File: src/rtl/disp_router_n_pkg.sv
// Shared definitions for the N-way dispatcher: input word field positions,
// drop counter width and the saturating increment used by the drop counter.
package disp_router_n_pkg;

  localparam int DROP_CNT_W = 16;

  // Input word layout is {class, dest, payload}, class at the MSBs.
  function automatic int payload_lsb();
    return 0;
  endfunction

  function automatic int dest_lsb(input int data_w);
    return data_w;
  endfunction

  function automatic int class_lsb(input int data_w, input int dest_w);
    return data_w + dest_w;
  endfunction

  function automatic logic [DROP_CNT_W-1:0] sat_inc(input logic [DROP_CNT_W-1:0] v);
    return (v == '1) ? v : v + 1'b1;
  endfunction

endpackage

File: src/rtl/disp_fifo.sv
// Per-output FIFO: array storage, registered occupancy drives full/empty/almost_full.
// Head is presented as soon as the write edge has passed (no fall-through).
module disp_fifo #(
  parameter int W        = 9,
  parameter int DEPTH    = 4,
  parameter int AF_LEVEL = 3
) (
  input  logic         clk,
  input  logic         reset,
  input  logic         push,
  input  logic [W-1:0] push_data,
  input  logic         pop,
  output logic [W-1:0] head_data,
  output logic         valid,
  output logic         full,
  output logic         almost_full
);

  localparam int AW = (DEPTH > 1) ? $clog2(DEPTH) : 1;
  localparam int CW = AW + 1;

  logic [W-1:0]  mem [DEPTH];
  logic [AW-1:0] wr_ptr_reg;
  logic [AW-1:0] rd_ptr_reg;
  // Occupancy (not a pointer MSB) separates full from empty when the pointers meet.
  logic [CW-1:0] count_reg;
  logic          push_fire;
  logic          pop_fire;

  assign valid       = (count_reg != '0);
  assign full        = (count_reg == CW'(DEPTH));
  assign almost_full = (count_reg >= CW'(AF_LEVEL));
  assign push_fire   = push & ~full;
  assign pop_fire    = pop & valid;
  assign head_data   = valid ? mem[rd_ptr_reg] : '0;

  always_ff @(posedge clk) begin
    if (reset) begin
      wr_ptr_reg <= '0;
      rd_ptr_reg <= '0;
      count_reg  <= '0;
    end else begin
      if (push_fire) wr_ptr_reg <= wr_ptr_reg + 1'b1;
      if (pop_fire)  rd_ptr_reg <= rd_ptr_reg + 1'b1;
      case ({push_fire, pop_fire})
        2'b10:   count_reg <= count_reg + 1'b1;
        2'b01:   count_reg <= count_reg - 1'b1;
        default: count_reg <= count_reg;
      endcase
    end
  end

  always_ff @(posedge clk) begin
    if (push_fire && !reset) mem[wr_ptr_reg] <= push_data;
  end

endmodule

File: src/rtl/disp_router_n.sv
// N-way class-aware dispatcher: decodes {class,dest,payload}, rejects illegal
// words with error pulses, and queues legal words into per-output FIFOs.
module disp_router_n
  import disp_router_n_pkg::*;
#(
  parameter int DATA_W    = 8,
  parameter int DEST_W    = 1,
  parameter int CLASS_W   = 1,
  parameter int NUM_OUT   = 2,
  parameter int NUM_CLASS = 2,
  parameter int DEPTH     = 4,
  parameter int AF_LEVEL  = 3,
  parameter int DROP_MODE = 0
) (
  input  logic                         clk,
  input  logic                         reset,
  input  logic                         in_valid,
  output logic                         in_ready,
  input  logic [CLASS_W+DEST_W+DATA_W-1:0] in_data,
  output logic [NUM_OUT-1:0]           out_valid,
  input  logic [NUM_OUT-1:0]           out_ready,
  output logic [NUM_OUT*DATA_W-1:0]    out_data,
  output logic [NUM_OUT*CLASS_W-1:0]   out_class,
  output logic [NUM_OUT-1:0]           almost_full,
  output logic                         error_class,
  output logic                         error_route,
  output logic [DROP_CNT_W-1:0]        drop_cnt
);

  localparam int ENTRY_W = CLASS_W + DATA_W;

  logic [CLASS_W-1:0]    cls;
  logic [DEST_W-1:0]     dst;
  logic [DATA_W-1:0]     pay;
  logic                  class_bad;
  logic                  route_bad;
  logic                  legal;
  logic                  accept;
  logic                  target_full;
  logic                  drop;
  logic [NUM_OUT-1:0]    sel;
  logic [NUM_OUT-1:0]    push;
  logic [NUM_OUT-1:0]    fifo_full;
  logic                  error_class_reg;
  logic                  error_route_reg;
  logic [DROP_CNT_W-1:0] drop_cnt_reg;

  assign cls = in_data[class_lsb(DATA_W, DEST_W) +: CLASS_W];
  assign dst = in_data[dest_lsb(DATA_W) +: DEST_W];
  assign pay = in_data[payload_lsb() +: DATA_W];

  assign class_bad = (int'(cls) >= NUM_CLASS);
  assign route_bad = (int'(dst) >= NUM_OUT);
  assign legal     = ~class_bad & ~route_bad;

  // sel is all-zero for an out-of-range dest, so target_full is 0 there too.
  assign target_full = |(sel & fifo_full);
  assign in_ready    = ~legal | (DROP_MODE != 0) | ~target_full;
  assign accept      = in_valid & in_ready;
  assign drop        = accept & legal & target_full;

  genvar gi;
  generate
    for (gi = 0; gi < NUM_OUT; gi++) begin : g_chan
      logic [ENTRY_W-1:0] head;

      assign sel[gi]  = (int'(dst) == gi);
      assign push[gi] = accept & legal & sel[gi] & ~fifo_full[gi];

      disp_fifo #(
        .W        (ENTRY_W),
        .DEPTH    (DEPTH),
        .AF_LEVEL (AF_LEVEL)
      ) u_fifo (
        .clk         (clk),
        .reset       (reset),
        .push        (push[gi]),
        .push_data   ({cls, pay}),
        .pop         (out_ready[gi]),
        .head_data   (head),
        .valid       (out_valid[gi]),
        .full        (fifo_full[gi]),
        .almost_full (almost_full[gi])
      );

      assign out_data[gi*DATA_W +: DATA_W]    = head[DATA_W-1:0];
      assign out_class[gi*CLASS_W +: CLASS_W] = head[ENTRY_W-1 -: CLASS_W];
    end
  endgenerate

  always_ff @(posedge clk) begin
    if (reset) begin
      error_class_reg <= 1'b0;
      error_route_reg <= 1'b0;
      drop_cnt_reg    <= '0;
    end else begin
      error_class_reg <= accept & class_bad;
      error_route_reg <= accept & route_bad;
      if (drop) drop_cnt_reg <= sat_inc(drop_cnt_reg);
    end
  end

  assign error_class = error_class_reg;
  assign error_route = error_route_reg;
  assign drop_cnt    = drop_cnt_reg;

endmodule
File: config.mk
export PLATFORM = sky130hd
export DESIGN_NAME = disp_router_n
export DESIGN_NICKNAME = d
export VERILOG_FILES = /design/src/rtl/disp_router_n_pkg.sv /design/src/rtl/disp_fifo.sv /design/src/rtl/disp_router_n.sv
export SDC_FILE = /design/constraint.sdc
export NUM_CORES = 1
export LEC_CHECK = 0
export CORE_ASPECT_RATIO = 0.8
export CORE_MARGIN = 5
export CORE_UTILIZATION = 49
export CTS_CLUSTER_SIZE = 10
export DETAILED_ROUTE_END_ITERATION = 10
export PLACE_DENSITY = 0.85
export SYNTH_ARGS = -nofsm -noshare
export SYNTH_HDL_FRONTEND = slang
export SYNTH_HIERARCHICAL = 1
export SYNTH_SLANG_ARGS = --single-unit
File: constraint.sdc
create_clock -name clk -period 2.5 [get_ports clk]
set_clock_uncertainty 0.15 [all_clocks]
set_input_delay 0.375 -clock clk [delete_from_list [all_inputs] [get_ports clk]]
set_output_delay 0.375 -clock clk [all_outputs]
set_load 0.1 [all_outputs]
# --- Word level (Yosys, flattened, before mapping) ---
# Memories as Yosys holds them, arrays and structs flattened. A register that Yosys moved wholly into a read port is not among the register bits.
# Cells that the tools add are included.
word_totals:
  mem_count: 2
  register_bits: 30
  in_bits: 15
  wordCells: 64
  ram_bits: 72
  latch_bits: 0
  mem_bits_ro: 0
  output_inout_bits: 41
mem_list:
  columns: ["name", "depth", "width", "rd", "rd_clocked_by_memory_dff", "wr", "line", "source"]
  rows:
  - ["g_chan[0].u_fifo.mem", 4, 9, 1, 1, 1, "disp_fifo.sv:22", "logic [W-1:0] mem [DEPTH];"]
  - ["g_chan[1].u_fifo.mem", 4, 9, 1, 1, 1, "disp_fifo.sv:22", null]
classes:
  div_mod_pow: 0
  n_addsub: 9
  order_cmp: 2
  n_mul: 0
  reduce_logical: 9
  n_bitwise: 16
  n_eq_ne: 7
  shifts: 0
  n_mux: 12
ops:
  columns: ["op", "count"]
  rows:
  - ["9-bit two-way mux", 2]
  - ["16-bit by 1-bit adder with 16-bit output (second input constant)", 1]
  - ["16-bit == test (second input constant)", 1]
  - ["3-bit one-hot mux with 2 select lines", 2]
  - ["1-bit AND", 10]
  - ["2-bit by 1-bit adder with 2-bit output (second input constant)", 4]
  - ["2-bit two-way mux", 4]
  - ["3-bit by 1-bit adder with 3-bit output (second input constant)", 2]
  - ["3-bit == test (second input constant)", 2]
  - ["3-bit by 2-bit >= comparator with 1-bit output (second input constant)", 2]
  - ["3-bit nonzero test", 2]
  - ["3-bit by 1-bit subtractor with 3-bit output (second input constant)", 2]
  - ["1-bit inverter", 5]
  - ["2-bit by 1-bit == test with 1-bit output (second input constant)", 2]
  - ["2-bit == test (second input constant)", 2]
  - ["1-bit two-way mux", 4]
  - ["2-bit nonzero test", 2]
  - ["2-bit AND", 1]
  - ["1-bit logical AND", 2]
  - ["2-bit AND reduction", 1]
  - ["2-bit OR reduction", 1]
  - ["1-bit logical NOT", 1]

# --- Logic depth before layout (Yosys ltp) ---
# Gate-level depths: netlist of the first run.
logic_depth:
  depth_word: 11
  depth_mapped: 10
  mapped_depth_nobuf: 9

# --- Cells and area by module ---
# Netlist of the first run, hierarchy kept.
modules_own_cells:
  columns: ["module", "area_per_inst_um2", "cells_per_inst", "instances", "seq_area_each_um2"]
  rows:
  - ["disp_fifo", 1863.0, 113, 2, 1261.2]
  - ["disp_router_n", 509.2, 39, 1, 320.3]

# --- Worst setup path after synthesis of the first run ---
# No wires, ideal clock.
synth_path:
  path_type: "reg2out"
  start: "register (tool-made name)"
  end: "output port out_class[0]"
  setup_slack_ns: -0.126
  arrival_time_ns: 2.101
  stages_incl_launch_ff: 4
  n_path_buf: 1
  t_required_ns: 1.975
  path_cell_list: "dfxtp_1 buf_6 mux4_2 nor2b_1"
synth_rtl:
  columns: ["item", "line", "source"]
  rows:
  - ["end, declared", "disp_router_n.sv:23", "output logic [NUM_OUT*CLASS_W-1:0] out_class,"]

# --- Worst setup path after layout of the first run ---
layout_path:
  start: "register g_chan[0].u_fifo.count_reg[0]"
  end: "register g_chan[0].u_fifo.count_reg[2]"
layout_via:
  elab_chain_cells: 10
  word_cells_on_any_way: 17
  cone_classes: "2 x add/sub; 3 x eq/ne; 1 x mux; 8 x bitwise; 3 x reduce/logical"
layout_lines:
  columns: ["item", "line", "source"]
  rows:
  - ["start, declared", "disp_fifo.sv:26", "logic [CW-1:0] count_reg;"]
  - ["start signal, assigned", "disp_fifo.sv:46", "2'b10: count_reg <= count_reg + 1'b1;"]
  - ["start signal, assigned", "disp_fifo.sv:47", "2'b01: count_reg <= count_reg - 1'b1;"]
  - ["start signal, assigned", "disp_fifo.sv:48", "default: count_reg <= count_reg;"]
  - ["3-bit == test (*)", "disp_fifo.sv:31", "assign full = (count_reg == CW'(DEPTH));"]
  - ["net fifo_full[0]", "disp_router_n.sv:43", "logic [NUM_OUT-1:0] fifo_full;"]
  - ["2-bit AND", "disp_router_n.sv:57", "assign target_full = |(sel & fifo_full);"]
  - ["2-bit OR reduction", "disp_router_n.sv:57", null]
  - ["1-bit inverter", "disp_router_n.sv:58", "assign in_ready = ~legal | (DROP_MODE != 0) | ~target_full;"]
  - ["1-bit AND", "disp_router_n.sv:59", "assign accept = in_valid & in_ready;"]
  - ["1-bit AND", "disp_router_n.sv:68", "assign push[gi] = accept & legal & sel[gi] & ~fifo_full[gi];"]
  - ["1-bit AND (*)", "disp_router_n.sv:68", null]
  - ["net push[0]", "disp_router_n.sv:42", "logic [NUM_OUT-1:0] push;"]
  - ["1-bit AND (*)", "disp_fifo.sv:33", "assign push_fire = push & ~full;"]
  - ["2-bit by 1-bit == test with 1-bit output or 2-bit == test (tied branches)", "disp_fifo.sv:45", "case ({push_fire, pop_fire})"]
  - ["3-bit one-hot mux with 2 select lines or 2-bit nonzero test (tied branches)", null, null]
# The timed path passes the listed nets; every way through them passes the cells marked *.
# A chain may end at the register's enable or synchronous reset.

==> results of run 1 <==
layout make-up:
type | count | area (sq um)
Clock buffer | 10 | 128
Fill cell | 607 | 3040
Inverter | 16 | 60.1
Clock inverter | 6 | 48.8
Sequential cell | 106 | 2840
Timing Repair Buffer | 79 | 891
Multi-Input combinational cell | 131 | 1300
Tap cell | 112 | 140
worst paths after layout:
| path | start | endpoint | slack [ps] | cells past startpoint |
|---|---|---|---|---|
| worst max-delay path | g_chan[0].u_fifo/count_reg[0]$_SDFFE_PP0P_ | g_chan[0].u_fifo/count_reg[2]$_SDFFE_PP0P_ | 170 | 9 |
| worst min-delay path | drop_cnt[6]$_SDFFE_PP0P_ | drop_cnt[6]$_SDFFE_PP0P_ | 330 | 1 |
| worst max register to register | g_chan[0].u_fifo/count_reg[0]$_SDFFE_PP0P_ | g_chan[0].u_fifo/count_reg[2]$_SDFFE_PP0P_ | 170 | 9 |
| worst min register to register | drop_cnt[6]$_SDFFE_PP0P_ | drop_cnt[6]$_SDFFE_PP0P_ | 330 | 1 |
kinds of logic after synthesis:
group	after synthesis	synth area share
compound gates	18	0.0236
flops	106	0.671
fa+ha+maj	12	0.0390
simple gates	72	0.113
buf+inv	29	0.0375
xor+xnor	6	0.0124
other cells	1	0.000885
mux	21	0.103
per-layer routing:
metal,vias up,share of wire
met5,-,0
met1,1135,0.40
li1,1103,-
met2,86,0.51
met3,9,0.082
met4,0,0.0074
report_power, final:
part | total, mW | switching [mW] | internal, mW
registers | 2.04 | 0.0626 | 1.98
logic | 3.65 | 2.31 | 1.34
clock network | 0.948 | 0.574 | 0.374
total | 6.64 | 2.94 | 3.70
stage by stage:
step	setup TNS (ps)	total power, mW	hold slack [ps]	std cells	utilization
final	0	6.64	326	460	0.640
after global routing	0	6.93	342	460	0.640
after CTS	0	6.70	328	460	0.640
after detailed placement	-186	5.75	308	444	0.619
after global placement	-11.1	5.70	302	444	0.619
after floorplan	0	4.51	309	266	-
critical path: stages (launching register included):
cell and delay (ps):
dfxtp_1 330, nor3b_2 330, nor3b_1 120, nand2b_1 110, ha_1 170, inv_1 60
fa_1 370, xor2_1 150, or3_1 300, a21oi_1 150
layout by cell type (no fill, tap or decap), types with 8 or more instances in the layout:
cell             netlist  final
inv_1                 16     16
nor2b_2                7     25
clkbuf_8               0      9
buf_4                  2     44
a21oi_1                8      8
mux4_2                18     18
nor3b_1                9      9
buf_12                 0     21
clkdlybuf4s50_1        0     14
nor2_1                10     10
dfxtp_1               34     34
ha_1                  10     10
edfxtp_1              72     72
==> results.md, run 1 <==
* Status: finished, final reports clean
* Vias in the first global route at 2525
* Ys flop type: edfxtp_1
* Share of the synthesized area in the top cell type at 0.510
* Cts hold-fix bufs at 0
* Setup WS post-layout at 175 ps
* Placement Rows at 30
* YS warnings at 6
* Vias per cell at 5.07
* Final hold vios at 0
* Clk sink count at 106
* Initial antenna violation count at 0
* Max reg flops at 72
* Design area at 0.00541 sq mm
* Post-DP HPWL at 5160 um
* Ant. Diodes at 0
* Global routing's busiest layer: met2
* Path type of the worst setup path: flip-flop to flip-flop
* Ports at 56
* Max Cap Viol at 0
* Tcrit/Tclk final at 0.930
* Gpl congestion at 0.760
* Post-synth EDFFs at 72
* Req. time, crit path at 2640 ps
* Worst setup SP type: flip-flop
* GRT overflow at 0
* Count leader, synth: edfxtp_1
* Hold/Removal Path Class: flip-flop to flip-flop
* Number of synthesized register bits at 106
* Core ar. at 0.00845 sq mm
* CTS HTree Levels at 3
* Met3 Use GR at 0.0537
* Fin crit period at 2330 ps
* Mapped Avg Cell Area at 16.0 sq um
* CTS clk-pin slew, worst paths at 100 ps
* IO buf count at 53
* CP max FO at 5
* DRT Wirelength at 7280 um
* Die footprint at 0.0106 sq mm
* Async set-reset flop share out of synthesis at 0
* Largest net degree at the start of global routing at 19
* Commonest cells post-synth: 72 x edfxtp_1, 34 x dfxtp_1, 21 x nor2b_1, 18 x mux4_2, 16 x inv_1
* Clock Latency Late Sink at 360 ps
* CTS tree: yes
* Width of the chip at 114 um
* Layout cells sized above 1 at 0.382
* Gr usage total at 0.151
* Yosys cell types at 29
* Area leader, netlist: edfxtp_1
* Vias at 2333
* Max Clock Freq at 430 MHz
* Area after DPL at 0.00523 sq mm
* Leakage at 1.98 nW
* Kind of end point of the critical path: flip-flop
* Mapped Area at 0.00424 sq mm
* Routing usage on met2 at 0.258
* Initial DRC count at 86
* Postcts setup bufs at 0
* Synth area leaders: edfxtp_1 51%, dfxtp_1 16%, mux4_2 9.6%
* Wire per inst at 15.8 um
* Final ANT Viol Nets at 0
* RSZ-0062 raised after global routing: no
* Syn-to-layout area delta at 27.7%
* Drt first pass iters at 4
* Power per cell area at 1230 mW/mm^2
* Post_cts resized at 0
* DRC Markers at 0
* Syn Inst Count at 265
* Clock Path Buffers at 2
* First-pass GRT wire length at 12400 um
* M1 GR Usage at 0.186
* Maximum vdd drop at 0.601 mV
* Starting Density at 0.501
* Arrival @ worst endpoint at 2460 ps
* Setup violators final at 0
* Die height at 93.2 um
* Final Max Slew Viols at 0
* Nets at 370
* Dpl ws at -144 ps
* Clock Root Buffer: clkbuf_8
* Post-synthesis sequential area ratio at 0.671
* TritonCTS Buffers at 9
No activity file was read; power rests on OpenSTA's default activity.
==> run 2, diff against run 1 <==
- CORE_MARGIN: 5 -> 3
==> results.md, run 2 (synthesis results as in run 1) <==
* Dpl ws at -53.9 ps
* Max Clock Freq at 433 MHz
* Setup TNS at 0 ps
* Path type of the worst setup path: flip-flop to output pin
* First-pass GRT wire length at 11900 um
* Final ANT Viol Nets at 0
* Postcts setup bufs at 0
* Final Max Slew Viols at 0
* Setup violators final at 0
* Finished Layout Cells at 453
* Arrival @ worst endpoint at 1780 ps
* Ports at 56
* Core ar. at 0.00816 sq mm
* Largest net degree at the start of global routing at 32
* Met3 WL at 460 um
* DRT Wirelength at 7100 um
* CP max FO at 9
* Placed Cells at 438
* Vias at 2281
* Die height at 89.2 um
* Design area at 0.00538 sq mm
* RSZ-0062 raised after global routing: no
* Worst path slowest cell: mux4_2
* Worst path buffer plus inverter count at 2
* Total Power at 6.61 mW
* Power per cell area at 1230 mW/mm^2
* R2r startpoint: g_chan[0].u_fifo/count_reg[0]$_SDFFE_PP0P_
* Width of the chip at 110 um
* Setup WS post-layout at 190 ps
* DRT met1 WL at 2890 um
* Drt first pass iters at 4
* Clock Root Buffer: clkbuf_8
* Most frequent cells in the layout: 72 x edfxtp_1, 42 x buf_4, 34 x dfxtp_1, 25 x nor2b_2, 21 x buf_12
* Starting Density at 0.519
* Worst r2r path cells at 9
* Initial DRC count at 78
* Placement Rows at 29
* DRC Markers at 0
* Initial antenna violation count at 0
* Worst path cell trace: buf_4, mux4_2, nor2b_2, buf_12
* Fill cells at 560
* Worst Hold Launch: drop_cnt[7]$_SDFFE_PP0P_
* Top Layer Used: met4
* Hold Path Depth at 1
* Clock Latency Late Sink at 360 ps
* Status: finished, final reports clean
* CP top delay family: multiplexers
* Met2 routed WL at 3690 um
* Vias in the first global route at 2391
* Ant. Diodes at 0
* Nets at 368
* CTS HTree Levels at 3
* Leakage at 1.97 nW
* Kind of end point of the critical path: output pin
* Vias per cell at 5.04
* Maximum vdd drop at 0.626 mV
* Wire per inst at 15.7 um
* Area after DPL at 0.00521 sq mm
* Clk sink count at 106
* Fin crit period at 2310 ps
* Req. time, crit path at 1980 ps
* Core Util, Final at 0.659
* Max stage delay on crit path at 530 ps
* R2r setup slk at 210 ps
* Hold/Removal Path Class: flip-flop to flip-flop
* Crit Reg-Reg Endpoint: g_chan[0].u_fifo/count_reg[2]$_SDFFE_PP0P_
* Worst hold path endpoint: drop_cnt[7]$_SDFFE_PP0P_
* GRT overflow at 0
* Max Cap Viol at 0
* Layout cells sized above 1 at 0.383
* Gr usage total at 0.162
* CTS tree: yes
* Clock Path Buffers at 2
* Gpl congestion at 0.782
* CTS clk-pin slew, worst paths at 90 ps
* Max reg flops at 72
* Tcrit/Tclk final at 0.924
* IO buf count at 53
* Syn-to-layout area delta at 27.1%
* Post-DP HPWL at 5030 um
* Post_cts resized at 0
* TritonCTS Buffers at 9
* Worst setup SP type: flip-flop
* Commonest non-fill, non-tap cell in the layout: edfxtp_1
* Worst Hold Slack at 326 ps
* Cts hold-fix bufs at 0
* Final hold vios at 0
* Die footprint at 0.00980 sq mm
[run 2: changes by cell type in the layout (fill, tap and decap cells not counted), sizes merged]
| cell | change |
|---|---|
| clkbuf | -1 |
| clkinv | -1 |
| inv | +1 |
| buf | -2 |
[run 2: cell type report]
type | count | area, sq um | area share
clock buffers | 9 | 124 | 0.0230
clock inverters | 6 | 50.0 | 0.00930
inverters | 16 | 60.1 | 0.0112
multi-input cells | 131 | 1300 | 0.241
flip-flops and latches | 106 | 2840 | 0.528
well taps | 108 | 135 | 0.0251
repair buffers | 77 | 876 | 0.163
[run 2: where the power goes]
part / switching (mW) / internal (mW)
logic: 2.30 / 1.34
clock network: 0.563 / 0.371
registers: 0.0646 / 1.98
total: 2.92 / 3.69
[run 2: metal layers]
layer / up-vias / GRT usage
met5: - / 0
met2: 63 / 0.270
li1: 1101 / -
met4: 0 / 0.0374
met3: 7 / 0.0578
met1: 1110 / 0.206
[run 2: how the worst max path moves through the flow]
stage	to	slack, ps	cells after the start
after floorplan	g_chan[1].u_fifo/count_reg[2]$_SDFFE_PP0P_	120	10
after global placement	g_chan[1].u_fifo/count_reg[2]$_SDFFE_PP0P_	-10	9
after detailed placement	g_chan[1].u_fifo/count_reg[2]$_SDFFE_PP0P_	-50	9
after CTS	out_class[1]	150	4
after global routing	g_chan[0].u_fifo/count_reg[2]$_SDFFE_PP0P_	6	9
final	out_class[1]	190	4
==> run 3, diff against run 2 <==
- ABC_AREA: not set -> 1
- CORE_UTILIZATION: 49 -> 50
- PLACE_DENSITY: 0.85 -> 0.86
==> results.md, run 3 <==
* Status: finished, final reports clean
* Crit Reg-Reg Endpoint: g_chan[0].u_fifo/count_reg[2]$_SDFFE_PP0P_
* RSZ-0062 raised after global routing: no
* Worst setup SP type: flip-flop
* Adder-cell area share of the yosys netlist at 0.0374
* Yosys cell types at 20
* TritonCTS Buffers at 9
* Count leader, synth: nor2_1
* Leakage at 2.09 nW
* DRC Markers at 0
* Setup violators final at 0
* R2r setup slk at 230 ps
* Clock Latency Late Sink at 350 ps
* Core Util, Final at 0.649
* Main combinational cell family by area after synthesis: simple AND/OR/NAND/NOR gates
* Clk sink count at 106
* Syn-to-layout area delta at 21.2%
* R2r startpoint: g_chan[0].u_fifo/count_reg[0]$_SDFFE_PP0P_
* Layout cells sized above 1 at 0.194
* Most frequent cells in the layout: 103 x nor2_1, 72 x edfxtp_1, 56 x inv_1, 33 x buf_4, 31 x dfxtp_1
* Share of the synthesized area in the top cell type at 0.490
* Initial DRC count at 218
* Drt first pass iters at 5
* Core ar. at 0.00824 sq mm
* Nets at 517
* Commonest cells post-synth: 103 x nor2_1, 72 x edfxtp_1, 56 x inv_1, 34 x dfxtp_1, 28 x a21oi_1
* Post-synthesis sequential area ratio at 0.644
* Gpl congestion at 0.803
* Cts hold-fix bufs at 0
* Arrival @ worst endpoint at 1840 ps
* Synth area leaders: edfxtp_1 49%, dfxtp_1 15%, nor2_1 8.8%
* Post-Synth XOR/XNOR Area at 0
* Post-synth EDFFs at 72
* Final Max Slew Viols at 0
* Finished Layout Cells at 603
* Req. time, crit path at 1980 ps
* CP max FO at 19
* Wire per inst at 14.0 um
* Power per cell area at 1230 mW/mm^2
* Worst r2r path cells at 18
* Worst Hold Launch: drop_cnt[0]$_SDFFE_PP0P_
* Placement Rows at 29
* Clock Root Buffer: clkbuf_8
* GRT overflow at 0
* Number of synthesized register bits at 106
* IO buf count at 53
* Largest net degree at the start of global routing at 20
* Kind of end point of the critical path: output pin
* Max Clock Freq at 423 MHz
* Setup WS post-layout at 137 ps
* Die footprint at 0.0100 sq mm
* Vias in the first global route at 2934
* Vias per cell at 5.03
* Max Cap Viol at 0
* Gr usage total at 0.168
* Final hold vios at 0
* Path type of the worst setup path: flip-flop to output pin
* Vias at 3033
* Hold Path Depth at 2
* Clock Path Buffers at 2
* Area leader, netlist: edfxtp_1
* Die height at 90.0 um
* Mapped Avg Cell Area at 10.4 sq um
* Final ANT Viol Nets at 0
* Commonest non-fill, non-tap cell in the layout: nor2_1
* Tcrit/Tclk final at 0.945
* Ports at 56
* DRT Wirelength at 8470 um
* Hold/Removal Path Class: flip-flop to flip-flop
* Initial antenna violation count at 0
* Synth Area in Simple Gates at 0.150
* Multiplexer area fraction after synthesis at 0
* First-pass GRT wire length at 13700 um
* Dpl ws at 75.2 ps
* CTS HTree Levels at 3
* CTS clk-pin slew, worst paths at 90 ps
* Ant. Diodes at 0
* Placed Cells at 587
* Postcts setup bufs at 0
* Compound-Gate Fraction of Synth Area at 0.0794
* Async set-reset flop share out of synthesis at 0
* Maximum vdd drop at 0.992 mV
* Ys flop type: edfxtp_1
* Width of the chip at 111 um
* Syn Inst Count at 424
* Post_cts resized at 0
* Worst hold path endpoint: drop_cnt[0]$_SDFFE_PP0P_
* Max reg flops at 72
* Fin crit period at 2360 ps
* CTS tree: yes
* Setup TNS at 0 ps
* Post-DP HPWL at 5980 um
* Starting Density at 0.536
* Mapped Area at 0.00441 sq mm
* YS warnings at 6
## run 3: logic make-up (layout without fill, tap and decap cells)
kind of cell | count (synthesis) | in the layout
AND/OR/NAND/NOR | 159 | 159
flip-flops | 106 | 106
buffers and inverters | 76 | 146
AO/OA/AOI/OAI | 70 | 70
adder cells (fa/ha/maj) | 12 | 12
other | 1 | 2
## run 3: worst max path at each step
stage	slack, ps	from	to	depth (start not counted)
after global placement	200	in_data[8]	g_chan[0].u_fifo/count_reg[2]$_SDFFE_PP0P_	16
after detailed placement	80	in_data[8]	g_chan[0].u_fifo/count_reg[2]$_SDFFE_PP0P_	16
after global routing	40	g_chan[0].u_fifo/count_reg[0]$_SDFFE_PP0P_	g_chan[0].u_fifo/count_reg[2]$_SDFFE_PP0P_	18
final	140	flip-flop	out_data[5]	5
after floorplan	-520	g_chan[0].u_fifo/count_reg[0]$_SDFFE_PP0P_	out_class[0]	4
after CTS	20	flip-flop	out_data[5]	5
## run 3: area by class of cell
| cell class | count | area, sq um |
|---|---|---|
| fill | 648 | 2890 |
| sequential | 106 | 2850 |
| multi-input combinational | 243 | 1180 |
| timing repair buffer | 66 | 768 |
| inverter | 64 | 240 |
| tap | 108 | 135 |
| clock buffer | 10 | 128 |
| clock inverter | 6 | 46.3 |
## run 3: power by group
group	internal, mW	leakage (nW)	switching (mW)
logic	1.03	1.07	2.51
clock network	0.375	0.0872	0.561
registers	1.99	0.928	0.0939
total	3.40	2.09	3.17
## run 3: per-stage QoR
step	total power [mW]	cell area (sq um)	hold slack [ps]
finish	6.56	5350	276
global route	6.83	5350	300
CTS	6.60	5350	279
detailed placement	5.66	5170	263
global placement	5.58	5170	261
floorplan	4.59	4420	303
## run 3: worst max-delay path, stage by stage, from the launching register on
cell     delay (ps)
dfxtp_1         310
buf_4           190
inv_2           240
o21ai_0         150
a21oi_1         350
buf_12          230
## run 3: layer usage
metal | share of wire | wire length [um] | global-route usage | up-vias
li1 | - | - | - | 1491
met1 | 0.44 | 3690 | 0.212 | 1419
met2 | 0.50 | 4220 | 0.285 | 112
met3 | 0.055 | 462 | 0.0430 | 11
met4 | 0.012 | 102 | 0.0567 | 0
met5 | 0 | 0 | 0 | -
